--- config.mk ---
export PLATFORM = sky130hd
export DESIGN_NAME = branch_predictor
export DESIGN_NICKNAME = d
export VERILOG_FILES = /design/src/rtl/branch_predictor.sv
export SDC_FILE = /design/constraint.sdc
export NUM_CORES = 2
export LEC_CHECK = 0
export CAP_MARGIN = 20
export CORE_ASPECT_RATIO = 0.8
export CORE_MARGIN = 2
export CORE_UTILIZATION = 30
export CTS_BUF_LIST = sky130_fd_sc_hd__clkbuf_4
export CTS_CLUSTER_DIAMETER = 80
export DETAILED_ROUTE_END_ITERATION = 16
export PLACE_DENSITY_LB_ADDON = 0.3
export SLEW_MARGIN = 20
export SYNTH_ARGS = -nofsm -noshare
export SYNTH_HDL_FRONTEND = slang
export SYNTH_SLANG_ARGS = --single-unit
--- constraint.sdc ---
create_clock -name clk -period 5.59 [get_ports clk]
set_input_delay 0.559 -clock clk [delete_from_list [all_inputs] [get_ports clk]]
set_output_delay 0.559 -clock clk [all_outputs]
set_load 0.02 [all_outputs]
--- src/rtl/branch_predictor.sv ---
// Direct-mapped BTB with 2-bit direction counters, optional gshare indexing,
// and zero-latency EX-stage redirect with flush generation.
module branch_predictor #(
  parameter int unsigned ENTRIES   = 16,
  parameter int unsigned HIST_BITS = 4,
  parameter int unsigned MODE      = 0
) (
  input  logic        clk,
  input  logic        reset,
  input  logic [31:0] IF_pc,
  input  logic [31:0] IF_ID_pc,
  input  logic        ex_valid,
  input  logic        ex_is_branch,
  input  logic        ex_is_jump,
  input  logic [31:0] ex_pc,
  input  logic        ex_taken,
  input  logic [31:0] ex_target,
  output logic [31:0] next_pc,
  output logic        pred_taken,
  output logic        flush_IF_ID,
  output logic        flush_ID_EX,
  output logic [31:0] mispredict_cnt
);

  localparam int unsigned IDX_W = $clog2(ENTRIES);
  localparam int unsigned TAG_W = 32 - IDX_W - 2;

  logic             valid_q  [ENTRIES];
  logic [1:0]       ctr_q    [ENTRIES];
  logic [TAG_W-1:0] tag_q    [ENTRIES];
  logic [31:0]      target_q [ENTRIES];
  logic             uncond_q [ENTRIES];

  logic [HIST_BITS-1:0] ghr_q;
  logic [IDX_W-1:0]     ghr_ext;
  logic [IDX_W-1:0]     if_idx;
  logic [IDX_W-1:0]     ex_idx;
  logic [TAG_W-1:0]     if_tag;
  logic [TAG_W-1:0]     ex_tag;
  logic                 if_hit;
  logic                 lookup_taken;
  logic                 ex_cf;
  logic                 ex_hit;
  logic                 ctr_we;
  logic                 redirect;
  logic [31:0]          actual_next;
  logic [1:0]           ctr_nxt;

  // Index/tag derivation; history only folds in when gshare is selected
  assign ghr_ext = (MODE == 1) ? IDX_W'(ghr_q) : '0;
  assign if_idx  = IF_pc[IDX_W+1:2] ^ ghr_ext;
  assign ex_idx  = ex_pc[IDX_W+1:2] ^ ghr_ext;
  assign if_tag  = IF_pc[31:IDX_W+2];
  assign ex_tag  = ex_pc[31:IDX_W+2];

  assign if_hit       = valid_q[if_idx] && (tag_q[if_idx] == if_tag);
  assign lookup_taken = if_hit && (uncond_q[if_idx] || ctr_q[if_idx][1]);

  assign ex_cf       = ex_valid && (ex_is_branch || ex_is_jump);
  assign actual_next = ex_taken ? ex_target : ex_pc + 32'd4;
  assign redirect    = ex_cf && (actual_next != IF_ID_pc);

  assign ex_hit = valid_q[ex_idx] && (tag_q[ex_idx] == ex_tag);
  assign ctr_we = ex_cf && (ex_taken || ex_hit);

  // Fetch steering: EX redirect overrides the BTB prediction
  always_comb begin
    next_pc     = IF_pc + 32'd4;
    pred_taken  = 1'b0;
    flush_IF_ID = 1'b0;
    flush_ID_EX = 1'b0;
    if (reset) begin
      if (redirect) begin
        next_pc     = actual_next;
        flush_IF_ID = 1'b1;
        flush_ID_EX = 1'b1;
      end else if (lookup_taken) begin
        next_pc    = target_q[if_idx];
        pred_taken = 1'b1;
      end
    end
  end

  // New allocations start weakly taken; hits saturate in either direction
  always_comb begin
    ctr_nxt = 2'b10;
    if (ex_hit) begin
      if (ex_taken) begin
        ctr_nxt = (ctr_q[ex_idx] == 2'b11) ? 2'b11 : ctr_q[ex_idx] + 2'd1;
      end else begin
        ctr_nxt = (ctr_q[ex_idx] == 2'b00) ? 2'b00 : ctr_q[ex_idx] - 2'd1;
      end
    end
  end

  always_ff @(posedge clk or negedge reset) begin
    if (!reset) begin
      for (int unsigned i = 0; i < ENTRIES; i++) begin
        valid_q[i] <= 1'b0;
        ctr_q[i]   <= 2'b01;
      end
      ghr_q          <= '0;
      mispredict_cnt <= '0;
    end else begin
      if (ex_cf && ex_taken) begin
        valid_q[ex_idx] <= 1'b1;
      end
      if (ctr_we) begin
        ctr_q[ex_idx] <= ctr_nxt;
      end
      if (ex_valid && ex_is_branch) begin
        ghr_q <= HIST_BITS'({ghr_q, ex_taken});
      end
      if (redirect && (mispredict_cnt != 32'hFFFF_FFFF)) begin
        mispredict_cnt <= mispredict_cnt + 32'd1;
      end
    end
  end

  // Payload fields are masked by valid, so they carry no reset
  always_ff @(posedge clk) begin
    if (reset && ex_cf && ex_taken) begin
      tag_q[ex_idx]    <= ex_tag;
      target_q[ex_idx] <= ex_target;
      uncond_q[ex_idx] <= ex_is_jump;
    end
  end

endmodule

==> metrics.md <==
| Metric | Value |
|---|---|
| Total Routing Usage GR | `20.14%` |
| Drt drc | `0` |
| I/O Buffers | `200` |
| Reg2reg setup slack | `2220 ps` |
| Worst-Skew Late Latency | `1270 ps` |
| 1st-iter DRT viols | `3,314` |
| CTS tree | `yes` |
| Fmax | `182.4 MHz` |
| Min cycle time layout | `5482 ps` |
| Ys Warns | `0` |
| Synth Area in XOR/XNOR | `3.329%` |
| Mapped Area | `46,980 um^2` |
| Max-slew headroom | `36.24%` |
| CP Cell Sequence | `mux4_2 -> a22o_1 -> a221oi_1 -> xor2_1 -> nand4_1 -> or4b_4 -> or4_4 -> nor2_1 -> nor2_1 -> a221o_2 -> buf_6` |
| CTS Buffer Depth | `4` |
| Net count after synthesis | `2,832` |
| FF+latch count, synth | `1,024` |
| Total Power | `17.08 mW` |
| Design Area, Final | `56,980 um^2` |
| Share of post-route cells with drive strength above 1 | `33.71%` |
| Top delay family on crit path | `simple AND/OR/NAND/NOR gates` |
| First-pass GRT wire length | `226,600 um` |
| Crit-path slowest cell | `or4b_4` |
| Pwr dens | `299.7 nW/um^2` |
| Cell Area, Placed | `53,370 um^2` |
| Register area share after synthesis | `64.65%` |
| Final Hold Fails | `0` |
| Most Frequent Cell on Critical Path | `nor2_1` |
| Setup crit start | `tag_q[11][1]$_DFFE_PP_` |
| CP max FO | `5` |
| CTS sink cnt | `1,024` |
| Hold Crit Class | `primary input to flop` |
| RSZ-0062 raised after global routing | `true` |
| WHS | `132.9 ps` |
| Hold Crit Start | `ex_target[4]` |
| I/O pin cnt | `201` |
| Largest cells by area after synthesis | `edfxtp_1 60%, mux4_2 17%, dfrtp_1 3.4%, mux2i_1 2.6%, xnor2_1 2.0%` |
| MaxCap Viol Count | `0` |
| Synth async-reset ratio | `7.813%` |
| Via count | `29,740` |
| Antenna violations before repair | `9` |
| Initial Util | `30.29%` |
| Setup crit end kind | `output port` |
| Routability cong. | `0.9200` |
| Mux contribution to synthesized area | `19.38%` |
| Congestion Overflow GR | `0` |
| Die Y | `357.9 um` |
| DIE AREA | `159,800 um^2` |
| CP Launch Type | `flop` |
| Status | `finished clean` |
| Largest area contributor in the netlist | `edfxtp_1` |
| Final setup viols | `0` |
| Nets | `3,431` |
| Largest net degree at the start of global routing | `101` |
| Mapped Cells | `2,692` |
| Fin Setup TNS | `0 ps` |
| CTS root buf | `clkbuf_4` |
| Period utilization | `98.07%` |
| Static leakage | `18.85 nW` |
| VDD IR-drop max | `183.4 uV` |
| Worst-Margin Slew | `956.4 ps` |
| Worst EP arrival | `4920 ps` |
| Synth Area in Adders | `0.1811%` |
| Placement row count | `129` |
| Post-synth cell types | `81` |
| Die width | `446.4 um` |
| Core Region | `155,100 um^2` |
| Top-area cell type share of the netlist area | `60.34%` |
| Area grow syn2layout | `21.29%` |
| Final Max Tran Viols | `0` |
| Compound-Gate Fraction of Synth Area | `5.343%` |
| Worst Path Buf+Inv | `1` |
| H-tree Lvls | `5` |
| TritonRoute pass-1 iters | `6` |
| Antenna-violating nets left | `0` |
| Worst EP required | `5030 ps` |
| Post-Synth Simple-Gate Area | `5.068%` |
| CP max stage delay | `550 ps` |
| Mapped Avg Cell Area | `17.45 um^2` |
| Post-Route Skew | `108.7 ps` |
| CP Class | `flop to output port` |
| Largest family of logic cells by synthesized area | `multiplexers` |
| Setup WS post-layout | `108.0 ps` |
| Pre-CTS setup slack | `-139.3 ps` |
| CTS Buf Count | `288` |
| Final WL | `162,500 um` |
| Drt wl/cell | `29.19 um` |
| Dpl hpwl | `105,000 um` |
| Vias in the first global route | `29,790` |
| Number of synthesized flops with an enable pin | `944` |
| Worst r2r src | `tag_q[12][18]$_DFFE_PP_` |
| Clock transition at path regs | `70 ps` |
| Top_reg_cell synth | `edfxtp_1` |
| Vias per Instance | `5.343` |
## Yosys cell counts (15+ instances only)
| master | n |
|---|---|
| dfstp_2 | 16 |
| buf_1 | 25 |
| mux4_2 | 346 |
| mux2i_1 | 123 |
| a221oi_1 | 50 |
| xor2_1 | 68 |
| o211ai_1 | 24 |
| nor2b_1 | 15 |
| nor3_1 | 37 |
| edfxtp_1 | 944 |
| xnor2_1 | 108 |
| and3_1 | 32 |
| a21oi_1 | 30 |
| o21ai_0 | 93 |
| nor4_1 | 20 |
| nand2_1 | 95 |
| o21bai_1 | 15 |
| buf_2 | 37 |
| nor2_1 | 82 |
| nand4_1 | 43 |
| nand3_1 | 56 |
| dfrtp_1 | 64 |
| o22a_1 | 16 |
| clkbuf_1 | 101 |
| o22ai_1 | 21 |
| a22oi_1 | 29 |
## sequential cells by signal (all words and copies together) (netlist names)
signal and cells:
uncond_q 16, tag_q 416, valid_q 16, mispredict_cnt 32, target_q 512, ctr_q 32
## timing repair
item                                   4_1_cts  5_1_grt
hold buffers                                12        0
resized for setup                           66       27
setup endpoints to repair                   33       30
endpoints found under the hold margin      108        0
pin swaps                                    3        6
gates cloned                                 0        1
setup buffers                                2        4
## power by group
part | internal [mW] | switching (mW) | total, mW
clock network | 3.38 | 3.10 | 6.49
registers | 8.49 | 0.107 | 8.60
logic | 0.860 | 1.13 | 1.99
total | 12.7 | 4.34 | 17.1
## cells by family (layout without fill, tap and decap cells)
logic type                 after synthesis  count (layout)
AOI/OAI and AO/OA                      353             353
xor gates and xnor gates               177             177
adders and majority gates                7               7
buffers and inverters                  206             976
DFF                                   1024            1024
muxes                                  476             476
other                                    0               9
and+or+nand+nor                        449             449
## stage by stage
step	utilization, %	std cells
after floorplan	-	2692
after global placement	34.41	5079
after detailed placement	34.41	5079
after CTS	36.65	5554
after global routing	36.73	5567
final	36.73	5567
## worst reg2reg max path, cell delays in order (launching register included)
cell	delay, ps
edfxtp_1	420
mux4_2	480
mux4_2	500
xnor2_1	240
buf_4	170
nand4_1	110
buf_4	190
nor4_1	260
and2_1	220
buf_12	130
o21ai_1	80
buf_4	200
o22a_1	190
## placed cells by master (no fill, tap or decap), types with 15 or more instances in the layout
| master | count |
|---|---|
| a21oi_1 | 29 |
| a221oi_1 | 47 |
| a22oi_1 | 28 |
| and3_1 | 32 |
| buf_12 | 39 |
| buf_4 | 257 |
| clkbuf_4 | 403 |
| clkdlybuf4s50_1 | 157 |
| clkinv_1 | 45 |
| dfrtp_1 | 64 |
| dfstp_2 | 16 |
| edfxtp_1 | 944 |
| mux2i_1 | 123 |
| mux4_2 | 346 |
| nand2_1 | 95 |
| nand3_1 | 56 |
| nand4_1 | 43 |
| nor2_1 | 66 |
| nor2_4 | 17 |
| nor3_1 | 36 |
| nor4_1 | 20 |
| o211ai_1 | 24 |
| o21ai_0 | 92 |
| o21bai_1 | 15 |
| o22a_1 | 16 |
| o22ai_1 | 21 |
| xnor2_1 | 107 |
| xor2_1 | 68 |
## layout make-up
cell class	instances	area, um^2
Timing Repair Buffer	497	4692
Tap cell	2096	2623
Inverter	18	68.82
Clock inverter	58	279.0
Clock buffer	403	3025
Sequential cell	1024	30370
Fill cell	14610	98130
Antenna cell	9	22.52
Multi-Input combinational cell	1462	15900
## metal layers
metal	share of wire (%)	track usage, %	vias up
met1	41	26.49	15530
met2	46	31.38	1402
met5	0.0068	0	-
met4	5.6	11.48	2
li1	-	-	12510
met3	7.2	3.821	298
## final timing paths
kind                                                   to  depth (start not counted)
min reg2reg                mispredict_cnt[16]$_DFFE_PN0P_                          1
max reg2reg                          ctr_q[1]$_DFFE_PN0P_                         12
max                                           next_pc[27]                         11
max in group asynchronous           ctr_q[15]$_DFFE_PN0P_                          4
min                              target_q[6][4]$_DFFE_PP_                          2
min in group asynchronous           ctr_q[10]$_DFFE_PN1P_                          3
No activity file was read; power rests on OpenSTA's default activity.
